**src/rtl/axil_pkg.sv**
```systemverilog
`default_nettype none
// ============================================================================
// Module      : axil_pkg
// Description : Shared constants and state encodings for the AXI4-Lite
//               address-window bridge.
//               Optional macro ADDR_WINDOW_CHECK_EN adds the DECERR states.
// Revision    : 1.0 - initial release
// ============================================================================
package axil_pkg;

  localparam logic [1:0] RESP_OKAY   = 2'b00;
  localparam logic [1:0] RESP_DECERR = 2'b11;

  typedef enum logic [2:0] {
    R_IDLE = 3'd0,
    R_AR   = 3'd1,
    R_WAIT = 3'd2,
    R_RESP = 3'd3
`ifdef ADDR_WINDOW_CHECK_EN
    , R_ERR = 3'd4
`endif
  } rd_state_t;

  typedef enum logic [2:0] {
    W_IDLE = 3'd0,
    W_FWD  = 3'd1,
    W_WAIT = 3'd2,
    W_RESP = 3'd3
`ifdef ADDR_WINDOW_CHECK_EN
    , W_ERR = 3'd4
`endif
  } wr_state_t;

endpackage : axil_pkg
`default_nettype wire

```
**src/rtl/axil_addr_xlate.sv**
```systemverilog
`default_nettype none
// ============================================================================
// Module      : axil_addr_xlate
// Description : Combinational address translation for one AXI address
//               channel: off = addr - OFFSET, out = off << LEFT_SHIFT, plus
//               an unsigned window test on the pre-shift offset.
// Ports       : i_addr     - incoming byte address
//               o_addr     - translated address (32-bit truncated)
//               o_in_range - 1 when WINDOW_SIZE==0 or off < WINDOW_SIZE
// Revision    : 1.0 - initial release
// ============================================================================
module axil_addr_xlate #(
  parameter logic [31:0] OFFSET      = 32'h0,
  parameter int unsigned LEFT_SHIFT  = 0,
  parameter logic [31:0] WINDOW_SIZE = 32'h0
) (
  input  logic [31:0] i_addr,
  output logic [31:0] o_addr,
  output logic        o_in_range
);

  logic [31:0] w_off;

  // Subtraction wraps modulo 2^32, so addresses below OFFSET land high and
  // fail the window test rather than aliasing into the window.
  assign w_off      = i_addr - OFFSET;
  assign o_addr     = w_off << LEFT_SHIFT;
  assign o_in_range = (WINDOW_SIZE == 32'h0) || (w_off < WINDOW_SIZE);

endmodule : axil_addr_xlate
`default_nettype wire

```
**src/rtl/axil_window_bridge.sv**
```systemverilog
`default_nettype none
// ============================================================================
// Module      : axil_window_bridge
// Description : Registered AXI4-Lite address-window bridge. Rebases slave-side
//               addresses (subtract OFFSET, shift left by LEFT_SHIFT) and
//               forwards them to the master port, one outstanding read and
//               one outstanding write. Every output is a register or a state
//               decode.
//               Macro ADDR_WINDOW_CHECK_EN: when defined, requests outside
//               WINDOW_SIZE are answered locally with DECERR; when undefined
//               every request is forwarded and WINDOW_SIZE is ignored.
// Ports       : clk, rstn           - clock, synchronous active-low reset
//               s_ar*/s_r*          - slave read address / data channels
//               s_aw*/s_w*/s_b*     - slave write address / data / response
//               m_*                 - mirror-image master port
// Revision    : 1.0 - initial release
// ============================================================================
module axil_window_bridge
  import axil_pkg::*;
#(
  parameter logic [31:0] OFFSET      = 32'h0,
  parameter int unsigned LEFT_SHIFT  = 0,
  parameter logic [31:0] WINDOW_SIZE = 32'h0
) (
  input  logic        clk,
  input  logic        rstn,
  // slave read
  input  logic [31:0] s_araddr,
  input  logic [2:0]  s_arprot,
  input  logic        s_arvalid,
  output logic        s_arready,
  output logic [31:0] s_rdata,
  output logic [1:0]  s_rresp,
  output logic        s_rvalid,
  input  logic        s_rready,
  // slave write
  input  logic [31:0] s_awaddr,
  input  logic [2:0]  s_awprot,
  input  logic        s_awvalid,
  output logic        s_awready,
  input  logic [31:0] s_wdata,
  input  logic [3:0]  s_wstrb,
  input  logic        s_wvalid,
  output logic        s_wready,
  output logic [1:0]  s_bresp,
  output logic        s_bvalid,
  input  logic        s_bready,
  // master read
  output logic [31:0] m_araddr,
  output logic [2:0]  m_arprot,
  output logic        m_arvalid,
  input  logic        m_arready,
  input  logic [31:0] m_rdata,
  input  logic [1:0]  m_rresp,
  input  logic        m_rvalid,
  output logic        m_rready,
  // master write
  output logic [31:0] m_awaddr,
  output logic [2:0]  m_awprot,
  output logic        m_awvalid,
  input  logic        m_awready,
  output logic [31:0] m_wdata,
  output logic [3:0]  m_wstrb,
  output logic        m_wvalid,
  input  logic        m_wready,
  input  logic [1:0]  m_bresp,
  input  logic        m_bvalid,
  output logic        m_bready
);

  // Holds the slave readies low during reset and lets them rise on the
  // first cycle after rstn is sampled high.
  logic r_live;

  always_ff @(posedge clk) begin
    if (!rstn) r_live <= 1'b0;
    else       r_live <= 1'b1;
  end

  // --------------------------------------------------------------------------
  // Address translation
  // --------------------------------------------------------------------------
  logic [31:0] w_ar_xaddr;
  logic        w_ar_in_range;
  logic [31:0] w_aw_xaddr;
  logic        w_aw_in_range;

  axil_addr_xlate #(
    .OFFSET      (OFFSET),
    .LEFT_SHIFT  (LEFT_SHIFT),
    .WINDOW_SIZE (WINDOW_SIZE)
  ) u_xlate_ar (
    .i_addr     (s_araddr),
    .o_addr     (w_ar_xaddr),
    .o_in_range (w_ar_in_range)
  );

  axil_addr_xlate #(
    .OFFSET      (OFFSET),
    .LEFT_SHIFT  (LEFT_SHIFT),
    .WINDOW_SIZE (WINDOW_SIZE)
  ) u_xlate_aw (
    .i_addr     (s_awaddr),
    .o_addr     (w_aw_xaddr),
    .o_in_range (w_aw_in_range)
  );

`ifndef ADDR_WINDOW_CHECK_EN
  // Window result is not consulted when every request is forwarded.
  logic w_unused;
  assign w_unused = w_ar_in_range ^ w_aw_in_range;
`endif

  // --------------------------------------------------------------------------
  // Read path
  // --------------------------------------------------------------------------
  rd_state_t   r_rd_state;
  rd_state_t   w_rd_next;
  logic [31:0] r_araddr;
  logic [2:0]  r_arprot;
  logic [31:0] r_rdata;
  logic [1:0]  r_rresp;
  logic        w_ar_hs;

  assign w_ar_hs = s_arvalid && s_arready;

  always_ff @(posedge clk) begin
    if (!rstn) r_rd_state <= R_IDLE;
    else       r_rd_state <= w_rd_next;
  end

  always_comb begin
    w_rd_next = r_rd_state;
    s_arready = 1'b0;
    m_arvalid = 1'b0;
    m_rready  = 1'b0;
    s_rvalid  = 1'b0;
    case (r_rd_state)
      R_IDLE: begin
        s_arready = r_live;
        if (s_arvalid && r_live) begin
`ifdef ADDR_WINDOW_CHECK_EN
          w_rd_next = w_ar_in_range ? R_AR : R_ERR;
`else
          w_rd_next = R_AR;
`endif
        end
      end
      R_AR: begin
        m_arvalid = 1'b1;
        if (m_arready) w_rd_next = R_WAIT;
      end
      R_WAIT: begin
        m_rready = 1'b1;
        if (m_rvalid) w_rd_next = R_RESP;
      end
      R_RESP: begin
        s_rvalid = 1'b1;
        if (s_rready) w_rd_next = R_IDLE;
      end
`ifdef ADDR_WINDOW_CHECK_EN
      R_ERR: begin
        s_rvalid = 1'b1;
        if (s_rready) w_rd_next = R_IDLE;
      end
`endif
      default: w_rd_next = R_IDLE;
    endcase
  end

  // On acceptance the response registers are preset: zero data, and the
  // DECERR code if the request will not be forwarded. A forwarded read then
  // overwrites them with the peripheral's answer.
  always_ff @(posedge clk) begin
    if (!rstn) begin
      r_araddr <= 32'h0;
      r_arprot <= 3'h0;
      r_rdata  <= 32'h0;
      r_rresp  <= RESP_OKAY;
    end else begin
      if (r_rd_state == R_IDLE && w_ar_hs) begin
        r_araddr <= w_ar_xaddr;
        r_arprot <= s_arprot;
        r_rdata  <= 32'h0;
`ifdef ADDR_WINDOW_CHECK_EN
        r_rresp  <= w_ar_in_range ? RESP_OKAY : RESP_DECERR;
`else
        r_rresp  <= RESP_OKAY;
`endif
      end
      if (r_rd_state == R_WAIT && m_rvalid) begin
        r_rdata <= m_rdata;
        r_rresp <= m_rresp;
      end
    end
  end

  assign m_araddr = r_araddr;
  assign m_arprot = r_arprot;
  assign s_rdata  = r_rdata;
  assign s_rresp  = r_rresp;

  // --------------------------------------------------------------------------
  // Write path
  // --------------------------------------------------------------------------
  wr_state_t   r_wr_state;
  wr_state_t   w_wr_next;
  logic [31:0] r_awaddr;
  logic [2:0]  r_awprot;
  logic [31:0] r_wdata;
  logic [3:0]  r_wstrb;
  logic [1:0]  r_bresp;
  logic        r_aw_held;
  logic        r_w_held;
  logic        r_maw_done;
  logic        r_mw_done;
  logic        w_aw_hs;
  logic        w_w_hs;
  logic        w_aw_have;
  logic        w_w_have;
  logic        w_maw_fin;
  logic        w_mw_fin;

  assign w_aw_hs   = s_awvalid && s_awready;
  assign w_w_hs    = s_wvalid && s_wready;
  // "have" includes a handshake happening this cycle so the later of AW/W
  // moves the FSM on the same edge it is captured.
  assign w_aw_have = r_aw_held || w_aw_hs;
  assign w_w_have  = r_w_held || w_w_hs;
  assign w_maw_fin = r_maw_done || (m_awvalid && m_awready);
  assign w_mw_fin  = r_mw_done || (m_wvalid && m_wready);

`ifdef ADDR_WINDOW_CHECK_EN
  logic r_aw_ok;
  logic w_aw_ok;
  assign w_aw_ok = w_aw_hs ? w_aw_in_range : r_aw_ok;
`endif

  always_ff @(posedge clk) begin
    if (!rstn) r_wr_state <= W_IDLE;
    else       r_wr_state <= w_wr_next;
  end

  always_comb begin
    w_wr_next = r_wr_state;
    s_awready = 1'b0;
    s_wready  = 1'b0;
    m_awvalid = 1'b0;
    m_wvalid  = 1'b0;
    m_bready  = 1'b0;
    s_bvalid  = 1'b0;
    case (r_wr_state)
      W_IDLE: begin
        s_awready = r_live && !r_aw_held;
        s_wready  = r_live && !r_w_held;
        if (w_aw_have && w_w_have) begin
`ifdef ADDR_WINDOW_CHECK_EN
          w_wr_next = w_aw_ok ? W_FWD : W_ERR;
`else
          w_wr_next = W_FWD;
`endif
        end
      end
      W_FWD: begin
        m_awvalid = !r_maw_done;
        m_wvalid  = !r_mw_done;
        if (w_maw_fin && w_mw_fin) w_wr_next = W_WAIT;
      end
      W_WAIT: begin
        m_bready = 1'b1;
        if (m_bvalid) w_wr_next = W_RESP;
      end
      W_RESP: begin
        s_bvalid = 1'b1;
        if (s_bready) w_wr_next = W_IDLE;
      end
`ifdef ADDR_WINDOW_CHECK_EN
      W_ERR: begin
        s_bvalid = 1'b1;
        if (s_bready) w_wr_next = W_IDLE;
      end
`endif
      default: w_wr_next = W_IDLE;
    endcase
  end

  always_ff @(posedge clk) begin
    if (!rstn) begin
      r_awaddr   <= 32'h0;
      r_awprot   <= 3'h0;
      r_wdata    <= 32'h0;
      r_wstrb    <= 4'h0;
      r_bresp    <= RESP_OKAY;
      r_aw_held  <= 1'b0;
      r_w_held   <= 1'b0;
      r_maw_done <= 1'b0;
      r_mw_done  <= 1'b0;
`ifdef ADDR_WINDOW_CHECK_EN
      r_aw_ok    <= 1'b0;
`endif
    end else begin
      case (r_wr_state)
        W_IDLE: begin
          if (w_aw_hs) begin
            r_awaddr  <= w_aw_xaddr;
            r_awprot  <= s_awprot;
            r_aw_held <= 1'b1;
`ifdef ADDR_WINDOW_CHECK_EN
            r_aw_ok   <= w_aw_in_range;
`endif
          end
          if (w_w_hs) begin
            r_wdata  <= s_wdata;
            r_wstrb  <= s_wstrb;
            r_w_held <= 1'b1;
          end
          // Leaving IDLE: release the hold flags (overrides the sets above).
          if (w_aw_have && w_w_have) begin
            r_aw_held <= 1'b0;
            r_w_held  <= 1'b0;
`ifdef ADDR_WINDOW_CHECK_EN
            r_bresp   <= w_aw_ok ? RESP_OKAY : RESP_DECERR;
`else
            r_bresp   <= RESP_OKAY;
`endif
          end
        end
        W_FWD: begin
          if (m_awvalid && m_awready) r_maw_done <= 1'b1;
          if (m_wvalid && m_wready)   r_mw_done  <= 1'b1;
          if (w_maw_fin && w_mw_fin) begin
            r_maw_done <= 1'b0;
            r_mw_done  <= 1'b0;
          end
        end
        W_WAIT: begin
          if (m_bvalid) r_bresp <= m_bresp;
        end
        default: ;
      endcase
    end
  end

  assign m_awaddr = r_awaddr;
  assign m_awprot = r_awprot;
  assign m_wdata  = r_wdata;
  assign m_wstrb  = r_wstrb;
  assign s_bresp  = r_bresp;

endmodule : axil_window_bridge
`default_nettype wire

```
**config.mk**
```make
export PLATFORM = sky130hd
export DESIGN_NAME = axil_window_bridge
export DESIGN_NICKNAME = d
export VERILOG_FILES = /design/src/rtl/axil_pkg.sv /design/src/rtl/axil_addr_xlate.sv /design/src/rtl/axil_window_bridge.sv
export SDC_FILE = /design/constraint.sdc
export NUM_CORES = 1
export LEC_CHECK = 0
export CAP_MARGIN = 20
export CORE_MARGIN = 2
export CORE_UTILIZATION = 43
export CTS_BUF_LIST = sky130_fd_sc_hd__clkbuf_16
export CTS_CLUSTER_DIAMETER = 60
export DETAILED_ROUTE_END_ITERATION = 16
export GPL_TIMING_DRIVEN = 1
export PLACE_DENSITY = 0.89
export SYNTH_ARGS = -nofsm -noshare
export SYNTH_HDL_FRONTEND = slang
export SYNTH_SLANG_ARGS = --single-unit
```
**constraint.sdc**
```tcl
create_clock -name clk -period 4.2 [get_ports clk]
set_clock_uncertainty 0.05 [all_clocks]
set_input_delay 1.05 -clock clk [delete_from_list [all_inputs] [get_ports clk]]
set_output_delay 1.05 -clock clk [all_outputs]
set_load 0.01 [all_outputs]
```
---- Yosys cells after proc, flatten, opt, wreduce, memory -nomap -nowiden ----
Index checks and enable logic that the tools add are counted.
Widths: inputs -> output; s select.
storage, ports and cells
  register bits ........................... 153
  input port bits ......................... 154
  word-level logic and storage cells ...... 103
cells by class
  equal/unequal tests ..................... 14
  reduce and logical (&&, ||, !) cells .... 37
  multiplexer cells ....................... 36
operators with widths
  operator            count
  $mux 32             2
  $mux 3              8
  $pmux 3 s4          2
  $mux 1              19
  $ne 2x2->1 const B  8
  $eq 3x2->1 const B  4
  $logic_and 1x1->1   12
  $reduce_and 2->1    6
  $reduce_bool 2->1   6
  $mux 2              4
  $reduce_and 4->1    2
  $eq 3x1->1 const B  2
  $logic_not 3->1     2
  $logic_not 1->1     4
  $logic_or 1x1->1    4
  $pmux 2 s2          1
  $reduce_and 3->1    1

---- Logic depth before layout (Yosys ltp) ----
Gate-level depths: netlist (run 1).
  depth after elaboration ................. 8
  mapped depth ............................ 8
  depth with buffers taken out ............ 6

---- By module ----
From an unflattened synthesis (run 1), not the netlist that was laid out.
unflattened totals
  cells, all modules ...................... 762
  area, all modules ....................... 6613.8 µm²
modules (own cells, without submodules)
  module              seq. area each (µm²)  cells an instance  area an instance (µm²)  times used
  axil_window_bridge  3022.9                694                6110.9                  1
  axil_addr_xlate     0.0                   34                 251.5                   2

---- Least setup slack after synthesis (run 1) ----
No wires, ideal clock.
  path type ............................... input to register
  from .................................... in m_bvalid
  to ...................................... reg r_wr_state[1]
  stages on the path ...................... 4
  path buffers ............................ 0
  setup slack ............................. 2184 ps
  data arrival time ....................... 1850 ps
  path through ............................ inv_1 -> a222oi_1 -> a21oi_1 -> a41o_1
between the ends
  cells in the longest elaborated chain, start to end .. 2
ends and longest elaborated chain
  what                        line                       RTL
  start, declared             axil_window_bridge.sv:67   input logic m_bvalid,
  $ne 2x2->1 (no line)        -
  $reduce_and 4->1 (no line)  -
  end signal, assigned        axil_window_bridge.sv:241  else r_wr_state <= w_wr_next;
  end, declared               axil_window_bridge.sv:206  wr_state_t r_wr_state;
No other way between the ends.
A chain may end at the register's enable or synchronous reset.

---- Final worst setup path (run 1) ----
  from .................................... reg r_wr_state[1]
  to ...................................... out s_awready
between the ends
  cells in the longest elaborated chain, start to end .. 2
ends and longest elaborated chain
  what             line                       RTL
  $logic_not 3->1  axil_window_bridge.sv:252  case (r_wr_state)
  $mux 1           axil_window_bridge.sv:252
  end, declared    axil_window_bridge.sv:40   output logic s_awready,
No other way between the ends.

==> results of run 1 <==
## layer usage
metal	track usage (%)	share of wire [%]	vias up
met5	0	0.073	-
met4	11.6	3.4	2
met3	10.2	11	44
met2	39.2	49	229
met1	23.6	37	2643
li1	-	-	2833
## power breakdown
group | total, uW | switching (uW) | internal, uW
clock | 1510 | 588 | 926
sequential | 1680 | 89.8 | 1590
combinational | 1220 | 588 | 627
total | 4410 | 1270 | 3150
## how the worst min path moves through the flow
| stage | start | cells after the start | slack [ns] | end |
|---|---|---|---|---|
| 2_1_floorplan | m_awaddr[10]$_SDFFE_PN0P_ | 2 | 0.43 | m_awaddr[10]$_SDFFE_PN0P_ |
| 3_3_place_gp | m_awaddr[30]$_SDFFE_PN0P_ | 2 | 0.39 | m_awaddr[30]$_SDFFE_PN0P_ |
| 3_5_place_dp | m_awaddr[23]$_SDFFE_PN0P_ | 2 | 0.40 | m_awaddr[23]$_SDFFE_PN0P_ |
| 4_1_cts | m_awaddr[23]$_SDFFE_PN0P_ | 2 | 0.40 | m_awaddr[23]$_SDFFE_PN0P_ |
| 5_1_grt | m_awaddr[17]$_SDFFE_PN0P_ | 2 | 0.42 | m_awaddr[17]$_SDFFE_PN0P_ |
| 6_report | m_awaddr[26]$_SDFFE_PN0P_ | 2 | 0.40 | m_awaddr[26]$_SDFFE_PN0P_ |
## area by class of cell
cell class	count	area, sq um
Inverter	6	22.5
Fill cell	1045	4110
Clock inverter	15	161
Sequential cell	151	3020
Multi-Input combinational cell	487	2780
Timing Repair Buffer	312	3140
Tap cell	180	225
Clock buffer	17	425
## cells by family after synthesis
logic type,after synthesis,synth area share (%)
buffers and inverters,56,5.10
and+or+nand+nor,317,22.2
DFF,151,49.5
muxes,2,0.328
AOI/OAI and AO/OA,160,21.2
adders and majority gates,8,1.64
## cells in the mapped netlist (all sizes together)
library cell	n	area share [%]
a221oi	1	0.25
a21oi	4	0.33
nand2b	2	0.20
nor2b	6	0.61
nor2	7	0.43
and2	2	0.20
and2b	4	0.57
a22oi	1	0.12
buf	26	3.3
o211a	3	0.49
dfxtp	151	49
o21ai	4	0.33
o22ai	1	0.10
mux2i	2	0.33
a222oi	1	0.16
and3	1	0.10
a21boi	142	19
nand2	256	17
clkbuf	24	1.5
a41o	2	0.33
nand3	39	3.4
inv	6	0.37
a2111oi	1	0.45
ha	8	1.6
## layout by cell type (no fill, tap or decap), types with 2 or more instances in the layout
| cell | count |
|---|---|
| nand3_2 | 3 |
| inv_6 | 2 |
| ha_1 | 8 |
| and2_1 | 2 |
| o21ai_0 | 4 |
| a21boi_2 | 20 |
| dfxtp_1 | 151 |
| a21boi_1 | 31 |
| nand2_1 | 235 |
| bufinv_16 | 3 |
| a21boi_0 | 91 |
| clkinv_2 | 3 |
| clkinv_1 | 2 |
| nand2b_1 | 2 |
| a41o_1 | 2 |
| clkdlybuf4s50_1 | 304 |
| nor2b_1 | 6 |
| and2b_1 | 2 |
| buf_12 | 3 |
| nor2_1 | 7 |
| a21oi_1 | 4 |
| nand2_2 | 20 |
| clkbuf_16 | 17 |
| o211a_1 | 3 |
| nand3_1 | 36 |
| buf_4 | 5 |
| mux2i_1 | 2 |
| inv_1 | 8 |
| and2b_4 | 2 |
| clkinvlp_4 | 2 |
## registers in the layout, summed over array words and instances, names as in the netlist, 2 cells and up
register and cells:
m_araddr 32, m_arprot 3, m_awaddr 32, m_awprot 3
m_wdata 32, m_wstrb 4, r_rd_state 2, r_wr_state 2
s_bresp 2, s_rdata 32, s_rresp 2
## worst reg2reg max path: stages, from the launching register on
cell and delay (ns):
dfxtp_1 0.34, inv_1 0.09, ha_1 0.30, nand3_2 0.57, buf_4 0.48, nand3_1 0.13, a21boi_0 0.12
## metrics by stage
| step | setup slack [ns] | utilization (%) |
|---|---|---|
| 3_3_place_gp | 1.15 | 66.2 |
| 5_1_grt | 1.03 | 70.4 |
| 4_1_cts | 1.13 | 70.4 |
| 2_1_floorplan | 2.18 | - |
| 3_5_place_dp | 1.11 | 66.2 |
| 6_report | 1.13 | 70.4 |
==> results.json, run 1 <==
{
  "r2r_cells": 6,
  "min_period_ns": 3.07,
  "critical_path_depth": 5,
  "io_pins": 306,
  "synthCells": 694,
  "rsz0062_at_grt": "false",
  "tightestPinTransition_ns": 1.12,
  "areaGrowthSynthToFinish_pct": 60.0,
  "clock_sinks": 151,
  "path_cells": "inv_1, ha_1, nand2_1, nor2_1, clkdlybuf4s50_1",
  "critPathRequiredTime_ns": 3.10,
  "critPathKind": "reg2out",
  "finalHoldViolations": 0,
  "post_cts_buffers": 0,
  "detail_route.vias_per_cell": 4.92,
  "cap_violations": 0,
  "clockRootBuffer": "clkbuf_16",
  "drc": 0,
  "ant_nets": 0,
  "synth.distinct_cells": 33,
  "layout-drive-gt1-share_pct": 8.50,
  "track_usage_pct": 22.9,
  "cts_made_buffers": 17,
  "clk_path_buf_depth": 2,
  "status": "complete, no violations",
  "power_density_nw_per_um2": 451,
  "die-width_microns": 123,
  "initial_utilization_pct": 44.0,
  "slew_headroom_pct": 25.3,
  "instances_no_fill": 1168,
  "place.port_buffers": 305,
  "hold_slack_ns": 0.401,
  "hold_class": "reg2reg",
  "place_inst": 1136,
  "die-area_sq_um": 15200,
  "ctsHoldBuffers": 0,
  "cp-start-kind": "register",
  "finalSetupViolations": 0,
  "chipHeight_microns": 123,
  "dp_hpwl_mm": 12.9,
  "post_synth_instance_area_sq_um": 6110,
  "post-route-period-util_pct": 73.0,
  "yosysSeqAreaShare_pct": 49.5,
  "insertion_delay_ns": 0.41,
  "max_freq_mhz": 326,
  "antenna_found_initial": 1,
  "end_kind": "output pin",
  "crit_family": "buffers and inverters",
  "grt_pass1_vias": 5407,
  "critPathBufInv": 2,
  "fp.coreArea_sq_um": 13900,
  "r2r_setup_slack_ns": 2.02,
  "cts_tree": "built",
  "grt_max_degree": 94,
  "cp_max_fo": 7,
  "grt_pass1_wl_mm": 26.9,
  "routabilityCongestion": 0.805,
  "maxSlewViolCount": 0,
  "tns_ns": 0,
  "vias": 5751,
  "drt_iter0_markers": 271,
  "peakVddDrop_uv": 341,
  "r2r_start": "r_rd_state[0]$_SDFFE_PN0P_",
  "p_leak_uw": 0.00351,
  "diodes": 0,
  "rr_endpoint": "s_rdata[12]$_SDFFE_PN0P_",
  "crit_start": "r_wr_state[1]$_SDFFE_PN0P_",
  "syn_avg_cell_area_sq_um": 8.81,
  "cts.repair.resized": 0,
  "finalInstanceArea_sq_um": 9770,
  "cts.clk_slew.worst_paths_ns": 0.06,
  "nets": 1137,
  "arrival_ns": 1.97,
  "htreeDepth": 4,
  "dpl_cell_area_sq_um": 9190,
  "crit_path_top_delay_cell": "clkdlybuf4s50_1",
  "crit_end": "s_awready",
  "dr.pass1.iters": 6,
  "total_power_uw": 4410,
  "synth_nets": 856,
  "yosysWarnings": 0,
  "grt_overflow_total": 0,
  "post_drt_wl_per_cell_microns": 15.3,
  "wl_mm": 17.8,
  "cpPeakStageDelay_ns": 0.63,
  "fp-row-count": 43,
  "yosys_register_bits": 151
}
Power figures use the tool's default switching activity.
==> run 2: changes to the inputs <==
Settings changed: CORE_UTILIZATION 43 to 36, PLACE_DENSITY 0.89 to 0.8.
Clock period 4.2 ns to 2.5 ns, I/O delays scaled along.
==> results.json, run 2 (synthesized netlist as in run 1, its figures left out) <==
{
  "status": "complete, no violations",
  "grt_pass1_vias": 5462,
  "cp_max_fo": 7,
  "end_kind": "output pin",
  "clock_sinks": 151,
  "fillCellCount": 1469,
  "die-area_sq_um": 18000,
  "path_cells": "inv_1, ha_2, nor2b_1, clkdlybuf4s50_1",
  "cp-start-kind": "register",
  "maxSlewViolCount": 0,
  "pre_cts_ws_ns": 0.285,
  "initial_utilization_pct": 36.8,
  "layout-drive-gt1-share_pct": 9.65,
  "arrival_ns": 1.79,
  "cap_violations": 0,
  "critPathRequiredTime_ns": 1.82,
  "clockRootBuffer": "clkbuf_16",
  "finalSetupViolations": 0,
  "cts_made_buffers": 17,
  "finalInstanceArea_sq_um": 9930,
  "place.port_buffers": 305,
  "insertion_delay_ns": 0.41,
  "cts.clk_slew.worst_paths_ns": 0.06,
  "die-width_microns": 134,
  "cpPeakStageDelay_ns": 0.55,
  "dr.pass1.iters": 4,
  "fin_util_pct": 59.9,
  "grt_pass1_wl_mm": 27.5,
  "track_usage_pct": 19.1,
  "hold_class": "reg2reg",
  "routabilityCongestion": 0.771,
  "htreeDepth": 4,
  "tightestPinTransition_ns": 0.528,
  "nets": 1145,
  "drc": 0,
  "hold_slack_ns": 0.400,
  "dp_hpwl_mm": 12.6,
  "fp-row-count": 47,
  "finalWorstSetupSlack_ns": 0.0347,
  "antenna_found_initial": 0,
  "wl_mm": 17.5,
  "post-route-period-util_pct": 98.6,
  "post_drt_wl_per_cell_microns": 14.4,
  "clk_path_buf_depth": 2,
  "grt_overflow_total": 0,
  "crit_path_top_delay_cell": "clkdlybuf4s50_1",
  "drt_iter0_markers": 156,
  "rsz0062_at_grt": "true",
  "tns_ns": 0,
  "min_period_ns": 2.47,
  "critPathKind": "reg2out",
  "p_leak_uw": 0.00358,
  "detail_route.vias_per_cell": 4.65,
  "final_cell_mix": "301 x clkdlybuf4s50_1, 235 x nand2_1, 151 x dfxtp_1, 91 x a21boi_0, 36 x nand3_1",
  "chipHeight_microns": 134,
  "io_pins": 306,
  "slew_headroom_pct": 64.8,
  "diodes": 0,
  "final_common_cell": "clkdlybuf4s50_1",
  "grt_max_degree": 71,
  "ant_nets": 0,
  "peakVddDrop_uv": 463,
  "max_freq_mhz": 406,
  "fp.coreArea_sq_um": 16600,
  "areaGrowthSynthToFinish_pct": 62.6,
  "dpl_cell_area_sq_um": 9320,
  "power_density_nw_per_um2": 759,
  "cts_tree": "built",
  "finalHoldViolations": 0,
  "vias": 5644
}
==> run 2: changes by cell type in the layout (fill, tap and decap cells not counted) <==
cell / delta
clkinvlp_4: +1
inv_8: +1
buf_4: +6
clkinv_2: -3
ha_2: +3
inv_6: +2
inv_1: -1
dlymetal6s2s_1: +2
buf_12: +2
dlygate4sd2_1: +1
ha_1: -3
clkinv_1: -1
clkdlybuf4s50_1: -3
==> run 2: cell type report <==
type | instances | area, sq um | share of cell area, %
multi-input combinational | 487 | 2780 | 28.0
sequential | 151 | 3020 | 30.4
inverter | 6 | 22.5 | 0.227
clock buffer | 17 | 425 | 4.28
tap | 220 | 275 | 2.77
clock inverter | 14 | 175 | 1.76
timing repair buffer | 320 | 3230 | 32.5
==> run 2: path summary, 6_finish.rpt <==
path                                             endpoint  slack, ns  cells after the start                  startpoint
worst min register to register  m_awaddr[20]$_SDFFE_PN0P_       0.40                      2   m_awaddr[20]$_SDFFE_PN0P_
worst max register to register    m_wstrb[2]$_SDFFE_PN0P_       0.64                      8  r_wr_state[0]$_SDFFE_PN0P_
worst max-delay path                            m_awvalid       0.03                      4  r_wr_state[1]$_SDFFE_PN0P_
worst min-delay path            m_awaddr[20]$_SDFFE_PN0P_       0.40                      2   m_awaddr[20]$_SDFFE_PN0P_
==> run 2: where the power goes <==
group | total [uW] | internal, uW | leakage (uW) | switching [uW]
clock | 2630 | 1580 | 0.000288 | 1050
sequential | 2820 | 2680 | 0.00123 | 146
combinational | 2090 | 1090 | 0.00206 | 995
total | 7540 | 5350 | 0.00358 | 2190
==> run 2: routing by layer <==
layer,GRT usage [%],wire length [microns],vias to the layer above
li1,-,-,2843
met1,21.4,7090,2552
met2,32.4,8260,225
met3,8.20,1800,24
met4,7.13,352,0
met5,0,0,-
==> run 2: timing repair <==
item,CTS,global route
buffers inserted,0,0
setup endpoints to repair,4,6
hold buffers,0,0
gates resized for setup,3,3
pin swaps,0,0
==> run 2: critical path: cells and delay by family (launching register included) <==
kind / cells / cell delay (ns)
adders and majority gates: 1 / 0.24
buffers and inverters: 2 / 0.64
DFF: 1 / 0.33
and+or+nand+nor: 1 / 0.16
==> run 2: metrics by stage <==
stage	power, uW	std cells
6_report	7540	1215
2_1_floorplan	3940	694
3_5_place_dp	4990	1184
3_3_place_gp	4950	1184
5_1_grt	7950	1215
4_1_cts	7650	1215
==> run 3: changes to the inputs <==
Settings changed: CTS_CLUSTER_DIAMETER 60 to default.
==> results of run 3 <==
Final layout, timing and power as in run 2 (identical DEF).
